## src/rtl/alu_operand_fifo_if.sv

```systemverilog
// alu_operand_fifo_if: operand push/pop handshake bundle; slave = FIFO (takes in_*, out_ready; drives in_ready, out_*, count), master = producer/consumer side
interface alu_operand_fifo_if #(parameter int DEPTH = 4);
  logic                       in_valid;
  logic                       in_ready;
  logic [3:0]                 in_op;
  logic [3:0]                 in_a;
  logic [3:0]                 in_b;
  logic                       out_valid;
  logic                       out_ready;
  logic [3:0]                 out_op;
  logic [3:0]                 out_a;
  logic [3:0]                 out_b;
  logic [$clog2(DEPTH):0]     count;
  modport slave (
    input  in_valid, in_op, in_a, in_b, out_ready,
    output in_ready, out_valid, out_op, out_a, out_b, count
  );
  modport master (
    output in_valid, in_op, in_a, in_b, out_ready,
    input  in_ready, out_valid, out_op, out_a, out_b, count
  );
endinterface

```

## src/rtl/alu_operand_fifo.sv

```systemverilog
// alu_operand_fifo: DEPTH-entry {op,a,b} FIFO feeding ALU units; ports clk, rst_n (sync active-low), flush, s (slave bundle: in_* push side, out_* pop side, count)
module alu_operand_fifo #(
  parameter int DEPTH = 4
) (
  input  logic              clk,
  input  logic              rst_n,
  input  logic              flush,
  alu_operand_fifo_if.slave s
);
  localparam int AW = $clog2(DEPTH);
  localparam int CW = AW + 1;
  logic [11:0]   mem_q [DEPTH];
  logic [11:0]   mem_d [DEPTH];
  logic [AW-1:0] wr_q, wr_d, rd_q, rd_d;
  logic [CW-1:0] cnt_q, cnt_d;
  logic          push, pop;
  always_comb begin
    s.in_ready  = cnt_q < CW'(DEPTH);
    s.out_valid = cnt_q != '0;
    {s.out_op, s.out_a, s.out_b} = s.out_valid ? mem_q[rd_q] : 12'h0;
    s.count = cnt_q;
    push = s.in_valid && s.in_ready;
    pop  = s.out_valid && s.out_ready;
    mem_d = mem_q;
    if (push && !flush) mem_d[wr_q] = {s.in_op, s.in_a, s.in_b};
    wr_d  = flush ? '0 : wr_q + AW'(push);
    rd_d  = flush ? '0 : rd_q + AW'(pop);
    cnt_d = flush ? '0 : cnt_q + CW'(push) - CW'(pop);
  end
  always_ff @(posedge clk) begin
    mem_q <= mem_d;
    if (!rst_n) begin
      wr_q  <= '0;
      rd_q  <= '0;
      cnt_q <= '0;
    end else begin
      wr_q  <= wr_d;
      rd_q  <= rd_d;
      cnt_q <= cnt_d;
    end
  end
endmodule

```

## src/flat_wrapper.sv

```systemverilog
// flat-port wrapper written by rule: the top's interface ports become plain ports
module alu_operand_fifo_flat 
#(
  parameter int DEPTH = 4
)
  (clk, rst_n, flush, s_in_valid, s_in_op, s_in_a, s_in_b, s_out_ready, s_in_ready, s_out_valid, s_out_op, s_out_a, s_out_b, s_count);
  alu_operand_fifo_if #(.DEPTH(DEPTH)) s_i ();
  input  logic clk;
  input  logic rst_n;
  input  logic flush;
  input wire logic [$bits(s_i.in_valid)-1:0] s_in_valid;
  input wire logic [$bits(s_i.in_op)-1:0] s_in_op;
  input wire logic [$bits(s_i.in_a)-1:0] s_in_a;
  input wire logic [$bits(s_i.in_b)-1:0] s_in_b;
  input wire logic [$bits(s_i.out_ready)-1:0] s_out_ready;
  output wire logic [$bits(s_i.in_ready)-1:0] s_in_ready;
  output wire logic [$bits(s_i.out_valid)-1:0] s_out_valid;
  output wire logic [$bits(s_i.out_op)-1:0] s_out_op;
  output wire logic [$bits(s_i.out_a)-1:0] s_out_a;
  output wire logic [$bits(s_i.out_b)-1:0] s_out_b;
  output wire logic [$bits(s_i.count)-1:0] s_count;
  assign s_i.in_valid = s_in_valid;
  assign s_i.in_op = s_in_op;
  assign s_i.in_a = s_in_a;
  assign s_i.in_b = s_in_b;
  assign s_i.out_ready = s_out_ready;
  assign s_in_ready = s_i.in_ready;
  assign s_out_valid = s_i.out_valid;
  assign s_out_op = s_i.out_op;
  assign s_out_a = s_i.out_a;
  assign s_out_b = s_i.out_b;
  assign s_count = s_i.count;
  alu_operand_fifo #(.DEPTH(DEPTH)) u_core (.clk(clk), .rst_n(rst_n), .flush(flush), .s(s_i));
endmodule
```

## config.mk

```make
export PLATFORM = sky130hd
export DESIGN_NAME = alu_operand_fifo_flat
export DESIGN_NICKNAME = d
export VERILOG_FILES = /design/src/rtl/alu_operand_fifo_if.sv /design/src/rtl/alu_operand_fifo.sv /design/src/flat_wrapper.sv
export SDC_FILE = /design/constraint.sdc
export NUM_CORES = 1
export LEC_CHECK = 0
export ABC_CLOCK_PERIOD_IN_PS = 3920
export CORE_MARGIN = 8
export CORE_UTILIZATION = 35
export DETAILED_ROUTE_END_ITERATION = 7
export MAX_ROUTING_LAYER = met4
export PLACE_DENSITY = 0.55
export RECOVER_POWER = 50
export SLEW_MARGIN = 40
export SYNTH_ARGS = -nofsm -noshare
export SYNTH_HDL_FRONTEND = slang
export SYNTH_SLANG_ARGS = --single-unit
```

## constraint.sdc

```tcl
create_clock -name clk -period 3.92 [get_ports clk]
set_input_delay 0.784 -clock clk [delete_from_list [all_inputs] [get_ports clk]]
set_output_delay 0.784 -clock clk [all_outputs]
set_load 0.01 [all_outputs]
```

-- Word-level counts from Yosys, hierarchy flattened
Cells that the tools add are included.
- $add $sub $neg: 4
- bitwise gates (word level): 3
- muxes and demuxes: 7
- magnitude comparators: 4
- reductions and logical operators: 7
- operators by type and width (operator ; number):
    48-bit bitwise mux ; 1
    12-bit two-way mux ; 4
    12-bit binary-select mux with 2-bit select ; 1
    12-bit demux with 2-bit select ; 1
    3-bit >= comparator (second input constant) ; 2
    2-bit inverter with 3-bit output ; 2
    2-bit by 1-bit adder with 2-bit output ; 2
    1-bit logical AND ; 4
    3-bit by 1-bit adder with 3-bit output ; 1
    3-bit by 1-bit less-than comparator with 1-bit output (second input constant) ; 1
    3-bit less-than comparator (second input constant) ; 1
    3-bit nonzero test ; 1
    3-bit by 1-bit subtractor with 3-bit output ; 1
    2-bit OR reduction ; 1
    1-bit logical NOT ; 1
    1-bit inverter ; 1
- input bits: 17
- register bits after elaboration: 55

-- Logic depth before layout (Yosys ltp)
Gate-level depths: netlist (run 1).
- depth after elaboration: 6
- depth in mapped cells: 6
- mapped depth without buffers: 6

-- Worst setup path after synthesis (run 1)
OpenSTA, ideal clock, no wires.
- path type: input -> register
- from: input port flush
- to: register u_core.mem_q[36] in the netlist's numbering (enable)
- buffers on the path: 0
- path slack: 1865 ps
- arrival time: 1673 ps
- required time: 3538 ps
- cell stages on the path: 2
- setup time: 382 ps
- path through: nor4b_1 nor2b_1
- word-level cells in the longest chain between the ends: 2
- RTL lines (item ; RTL line ; text):
    start, declared ; flat_wrapper.sv:10 ; input logic flush;
    1-bit logical NOT ; alu_operand_fifo.sv:25 ; if (push && !flush) mem_d[wr_q] = {s.in_op, s.in_a, s.in_b};
    1-bit logical AND ; alu_operand_fifo.sv:25 ;
    end signal, assigned ; alu_operand_fifo.sv:31 ; mem_q <= mem_d;
    end, declared ; alu_operand_fifo.sv:12 ; logic [11:0] mem_q [DEPTH];
No other way between the ends.
A chain may end at the register's enable or synchronous reset.

-- Worst setup path after layout (run 1)
- from: register u_core.rd_q[0]
- to: output port s_out_b[3]
- word-level cells in the longest chain between the ends: 5
- RTL lines (item ; RTL line ; text):
    start, declared ; alu_operand_fifo.sv:14 ; logic [AW-1:0] wr_q, wr_d, rd_q, rd_d;
    start signal, assigned ; alu_operand_fifo.sv:38 ; rd_q <= rd_d;
    2-bit inverter with 3-bit output (implied by the code) ; alu_operand_fifo.sv:20 ; {s.out_op, s.out_a, s.out_b} = s.out_valid ? mem_q[rd_q] : 12'h0;
    12-bit binary-select mux with 2-bit select ; alu_operand_fifo.sv:20 ;
    12-bit two-way mux (implied by the code) (2 in series) ; alu_operand_fifo.sv:20 ;
    12-bit two-way mux ; alu_operand_fifo.sv:20 ;
    end, declared ; flat_wrapper.sv:20 ; output wire logic [$bits(s_i.out_b)-1:0] s_out_b;
No other way between the ends. The select of a mux whose other input is x is not followed.

==> results of run 1 <==
-- worst max-delay path by stage --
stage,start,end,slack (ns),cells after the start
floorplan,flush,u_core.mem_q[36]$_DFFE_PP_,1.87,2
global placement,u_core.rd_q[0]$_SDFF_PP0_,s_out_b[1],0.94,3
detailed placement,flush,u_core.mem_q[46]$_DFFE_PP_,1.08,4
CTS,u_core.rd_q[0]$_SDFF_PP0_,s_out_b[3],0.89,3
global route,u_core.rd_q[0]$_SDFF_PP0_,s_out_b[1],0.81,3
finish,u_core.rd_q[0]$_SDFF_PP0_,s_out_b[3],0.93,3
-- per-stage QoR --
step | worst slack, ns | hold WS, ns
after floorplan | 1.865 | 0.5120
after global placement | 0.9375 | 0.5522
after detailed placement | 1.080 | 0.5653
after CTS | 0.8875 | 0.5785
after global routing | 0.8108 | 0.6218
final | 0.9286 | 0.5755
-- registers in the layout, indices dropped and copies added (netlist names) --
| register | flops |
|---|---|
| u_core.rd_q | 2 |
| u_core.wr_q | 2 |
| u_core.mem_q | 48 |
| u_core.s.count | 3 |
-- cell usage in the layout (no fill, tap or decap), types with 3 or more instances in the layout --
master           count
clkdlybuf4s50_1     13
nor2b_1              3
mux4_2               7
clkbuf_8             5
dfxtp_1              6
mux2i_1              3
dlygate4sd3_1       20
mux4_1               5
and2_1              14
edfxtp_1            48
-- layer usage --
| layer | part of all wire (%) | global-route usage [%] | up-vias |
|---|---|---|---|
| met5 | 0 | - | - |
| li1 | - | - | 526 |
| met4 | 1.2 | 3.073 | 0 |
| met2 | 48 | 16.23 | 38 |
| met3 | 7.4 | 3.198 | 5 |
| met1 | 43 | 12.17 | 571 |
-- report_power, final --
group	leakage, nW	internal, mW	switching (mW)	total, mW
Clock	0.0418	0.129	0.184	0.313
Combinational	0.367	0.0868	0.0632	0.150
Sequential	0.493	0.651	0.0129	0.664
Total	0.902	0.867	0.260	1.13
-- cell type report --
type	count	share of cell area, %
sequential	55	57.87
tap	77	3.522
clock buffer	6	2.653
multi-input combinational	54	22.74
clock inverter	2	0.5947
timing repair buffer	34	12.35
inverter	2	0.2745
-- worst register-to-register path, stage by stage, from the launching register on --
cell     delay [ns]
dfxtp_1        0.41
o31ai_1        0.48
mux2i_1        0.16
ha_1           0.25
fa_1           0.38
xor3_1         0.20
nor2_1         0.04
-- cells in the mapped netlist (all sizes together) --
| cell | n | area, µm² |
|---|---|---|
| o31ai | 1 | 7.510 |
| nand2b | 1 | 6.260 |
| nor2 | 2 | 7.510 |
| ha | 2 | 25.02 |
| and3 | 1 | 6.260 |
| edfxtp | 48 | 1441 |
| and2 | 16 | 100.1 |
| xor3 | 1 | 23.77 |
| mux4 | 12 | 289.0 |
| xnor2 | 1 | 8.760 |
| fa | 1 | 20.02 |
| nor4b | 1 | 8.760 |
| dfxtp | 7 | 140.1 |
| nor2b | 3 | 18.77 |
| mux2i | 3 | 30.03 |
| nor3b | 1 | 7.510 |
| buf | 3 | 36.28 |
| or3 | 1 | 6.260 |
| and3b | 1 | 8.760 |
| o311ai | 1 | 8.760 |
| clkbuf | 1 | 3.750 |
| inv | 2 | 7.510 |
| or3b | 2 | 17.52 |
| nand3b | 2 | 15.01 |
| or2 | 1 | 6.260 |
-- cells by family after synthesis --
| group | count (synthesis) |
|---|---|
| muxes | 15 |
| and+or+nand+nor | 32 |
| buffers and inverters | 6 |
| adders and majority gates | 3 |
| AOI/OAI and AO/OA | 2 |
| DFF | 55 |
| xor gates and xnor gates | 2 |
==> flow_summary_export.csv, run 1 <==
group,metric,value,unit
placed_design,dp_hpwl,2801,µm
timing,rsz0062_at_grt,"false",
floorplanning,start_util,35.86,%
floorplanning,die_area,9253,µm²
timing,setup_violations,0,
timing,final.setup_skew,0.01221,ns
yosys,synth_compound_area_share,0.7226,%
timing,min_period,2.991,ns
clock_network,clkTransAtPathRegs,0.09,ns
clock_network,clk_path_buf_depth,2,
cells_and_area,fillers,577,
power,ir_worst_vdd,234.8,µV
worst_hold_path,min_path_cells,2,
route,dr.pass1.iters,4,
yosys,syn_area,2251,µm²
yosys,yosysUniqueCellTypes,28,
timing,slew_headroom,54.93,%
floorplanning,num_rows,29,
floorplanning,core,6277,µm²
setup_path,r2r_slack,1.91,ns
flow_run,max_cap_violations,0,
power,p_leak,0.9017,nW
setup_path,path_cells,"mux4_1 -> and2_1 -> clkdlybuf4s50_1",
clock_network,clock-sinks,55,
timing,hold_viol_final,0,
yosys,synth_simple_gate_area_share,9.283,%
setup_path,start_kind,"register",
floorplanning,die_h,96.20,µm
setup_path,crit_fanout,15,
cells_and_area,multi_input_area,621.8,µm²
cells_and_area,area_delta_synth_final,21.51,%
setup_path,rr_worst_depth,6,
cells_and_area,layout.nets,172,
placed_design,place_area,2646,µm²
timing,post-route-period-util,76.31,%
power,power_density,412.1,nW/µm²
setup_path,worst-path-buf-inv,1,
power,power,1.127,mW
global_route,grt_max_degree,19,
floorplanning,io_pins,34,
setup_path,required,3.14,ns
yosys,synthAdderAreaFrac,2.001,%
yosys,syn-num-nets,135,
timing,drv_slew,0,
worst_hold_path,min_to,"u_core.wr_q[1]$_SDFF_PP0_",
setup_path,endpoint_kind,"output pin",
placed_design,post-place-cells,222,
clock_network,cts_made_buffers,5,
cells_and_area,regArea,1583,µm²
global_route,grt_remaining_overflow,0,
yosys,postSynthCellCount,115,
clock_network,cts_tree,"yes",
setup_path,crit_slowest_cell,"dfxtp_2",
global_route,grt_pass1_wl,6762,µm
clock_network,htree_num_levels,2,
worst_hold_path,hold_class,"register to register",
timing,tns,0,ns
global_route,antenna_found_initial,0,
setup_path,rr_startpoint,"u_core.s.count[2]$_SDFF_PP0_",
floorplanning,dieWidth,96.20,µm
timing,fmax,334.3,MHz
yosys,avgSynthCellArea,19.57,µm²
yosys,ys_ff_latch,55,
global_route,grt_util_all_layers,10.22,%
setup_path,arrival,2.21,ns
run_status,status,"finished clean",
route,final_antenna_net_count,0,
cells_and_area,drive_gt1_share,12.42,%
clock_network,post_cts_buffers,0,
placed_design,port_buffers,33,
setup_path,worstSetupPathType,"register to output pin",
cells_and_area,final_cells,230,
route,wirelength,4230,µm
yosys,synth_top_family_by_area,"multiplexers",
placed_design,gp_congestion,0.7513,
clock_network,cts-root-buf,"clkbuf_8",
yosys,ys_seq_area_share,70.26,%
cells_and_area,finalInstanceArea,2735,µm²
clock_network,hold_buffers,0,
route,drc,0,
global_route,first_global_vias,1283,
setup_path,crit_path_max_incr_delay,0.64,ns
clock_network,cts_resized,0,
worst_hold_path,min_from,"u_core.wr_q[1]$_SDFF_PP0_",
cells_and_area,fin_util,43.57,%
setup_path,r2r-end,"u_core.s.count[2]$_SDFF_PP0_",
cells_and_area,antennaDiodeCount,0,
yosys,ys_warn_count,0,
route,drtIter0Drc,35,
setup_path,crit_family,"flip-flops",
route,vias,1140,
route,wl_per_cell,18.39,µm
clock_network,clk_latency,0.31,ns
timing,worst_pin_slew,0.6760,ns
yosys,synth_xor_area_share,1.445,%
route,vias_per_cell,4.957,
yosys,synth.mux.area_fraction,14.17,%
Note: power is estimated with default switching activity, not from simulation.
==> run 2, diff against run 1 <==
ABC_CLOCK_PERIOD_IN_PS = 2980   (was 3920)
clock period = 2.98 ns   (was 3.92 ns; I/O delays follow)
==> flow_summary_export.csv, run 2 (same netlist as run 1, synthesis figures left out) <==
group,metric,value,unit
floorplanning,io_pins,34,
route,drc,0,
floorplanning,num_rows,29,
floorplanning,die_h,96.20,µm
power,p_leak,0.9275,nW
route,drtIter0Drc,42,
run_status,status,"finished clean",
placed_design,post-place-cells,227,
power,ir_worst_vdd,253.5,µV
route,wl_per_cell,16.81,µm
timing,rsz0062_at_grt,"false",
cells_and_area,top_register,"u_core.mem_q",
setup_path,worstSetupPathType,"register to output pin",
timing,tns,0,ns
global_route,grt_remaining_overflow,0,
cells_and_area,fin_util,44.37,%
cells_and_area,mostFrequentLayoutCells,"48 x edfxtp_1, 18 x clkdlybuf4s50_1, 16 x and2_1",
global_route,grt_max_degree,17,
flow_run,max_cap_violations,0,
cells_and_area,drive_gt1_share,14.01,%
timing,post-route-period-util,93.75,%
clock_network,hold_buffers,0,
timing,hold_viol_final,0,
cells_and_area,antennaDiodeCount,0,
route,vias,1124,
clock_network,clkTransAtPathRegs,0.09,ns
timing,slew_headroom,52.39,%
clock_network,cts-root-buf,"clkbuf_8",
floorplanning,die_area,9253,µm²
route,vias_per_cell,4.803,
clock_network,clock-sinks,55,
setup_path,endpoint_kind,"output pin",
clock_network,cts_tree,"yes",
route,wirelength,3934,µm
timing,min_period,2.794,ns
timing,setup_violations,0,
cells_and_area,layout_commonest_cell,"edfxtp_1",
global_route,globalRouteMet2Util,13.62,%
floorplanning,start_util,35.86,%
timing,final.setup_skew,0.006800,ns
global_route,first_global_vias,1251,
setup_path,start_kind,"register",
cells_and_area,layout.nets,177,
placed_design,gp_congestion,0.6885,
timing,fmax,357.9,MHz
setup_path,arrival,2.20,ns
global_route,antenna_found_initial,0,
clock_network,post_cts_buffers,0,
floorplanning,core,6277,µm²
placed_design,port_buffers,33,
route,dr.pass1.iters,4,
clock_network,cts_made_buffers,5,
global_route,grt_pass1_wl,6430,µm
clock_network,cts_resized,0,
worst_hold_path,hold_class,"register to register",
cells_and_area,largest_reg_flops,48,
timing,drv_slew,0,
clock_network,clk_path_buf_depth,2,
cells_and_area,fillers,532,
setup_path,crit_fanout,8,
floorplanning,dieWidth,96.20,µm
cells_and_area,area_delta_synth_final,23.74,%
global_route,grt_use_met1,12.68,%
clock_network,htree_num_levels,2,
global_route,met3_usage,2.418,%
placed_design,dp_hpwl,2752,µm
power,power_density,554.9,nW/µm²
global_route,grt_util_all_layers,9.655,%
global_route,busiest_layer,"met2",
cells_and_area,final_cells,234,
clock_network,clk_latency,0.30,ns
route,final_antenna_net_count,0,
timing,worst_pin_slew,0.7142,ns
setup_path,required,2.38,ns
run 2: per-stage QoR:
| stage | total power [mW] | worst slack [ns] | hold slack, ns | area [µm²] |
|---|---|---|---|---|
| floorplan | 0.9860 | 1.113 | 0.5120 | 2251 |
| detailed placement | 1.099 | 0.5052 | 0.5646 | 2683 |
| global placement | 1.096 | 0.5102 | 0.5518 | 2683 |
| global route | 1.615 | 0.05665 | 0.6064 | 2785 |
| finish | 1.546 | 0.1862 | 0.5825 | 2785 |
| CTS | 1.569 | 0.1674 | 0.5821 | 2789 |
run 2: power breakdown:
part | total, mW | leakage, nW | internal [mW] | switching, mW
clock network | 0.471 | 0.0502 | 0.246 | 0.226
logic | 0.205 | 0.385 | 0.118 | 0.0863
registers | 0.870 | 0.493 | 0.857 | 0.0132
run 2: worst max-delay path: stages, from the launching register on:
cell	delay, ns
dfxtp_1	0.51
buf_4	0.25
mux4_2	0.50
and2_1	0.17
clkdlybuf4s50_1	0.47
run 2: worst paths after layout:
kind              slack [ns]                          from                      endpoint  depth (start not counted)
hold / removal          0.58     u_core.wr_q[1]$_SDFF_PP0_     u_core.wr_q[1]$_SDFF_PP0_                          2
hold reg to reg         0.58     u_core.wr_q[1]$_SDFF_PP0_     u_core.wr_q[1]$_SDFF_PP0_                          2
setup reg to reg        1.02  u_core.s.count[2]$_SDFF_PP0_  u_core.s.count[2]$_SDFF_PP0_                          6
setup / recovery        0.19     u_core.rd_q[0]$_SDFF_PP0_                    s_out_a[3]                          4
run 2: final cells by class:
cell class,instances,area (µm²),share of cell area [%]
repair buffers,39,371.6,13.34
inverters,2,7.507,0.2695
clock inverters,2,37.54,1.348
multi-input cells,54,621.8,22.33
flip-flops and latches,55,1582,56.78
well taps,77,96.34,3.459
clock buffers,5,68.82,2.471
run 2: per-layer routing:
metal  up-vias  part of all wire, %
met5         -                    0
met4         0                  1.4
met3         6                  5.6
met2        29                   44
met1       557                   49
li1        532                    -
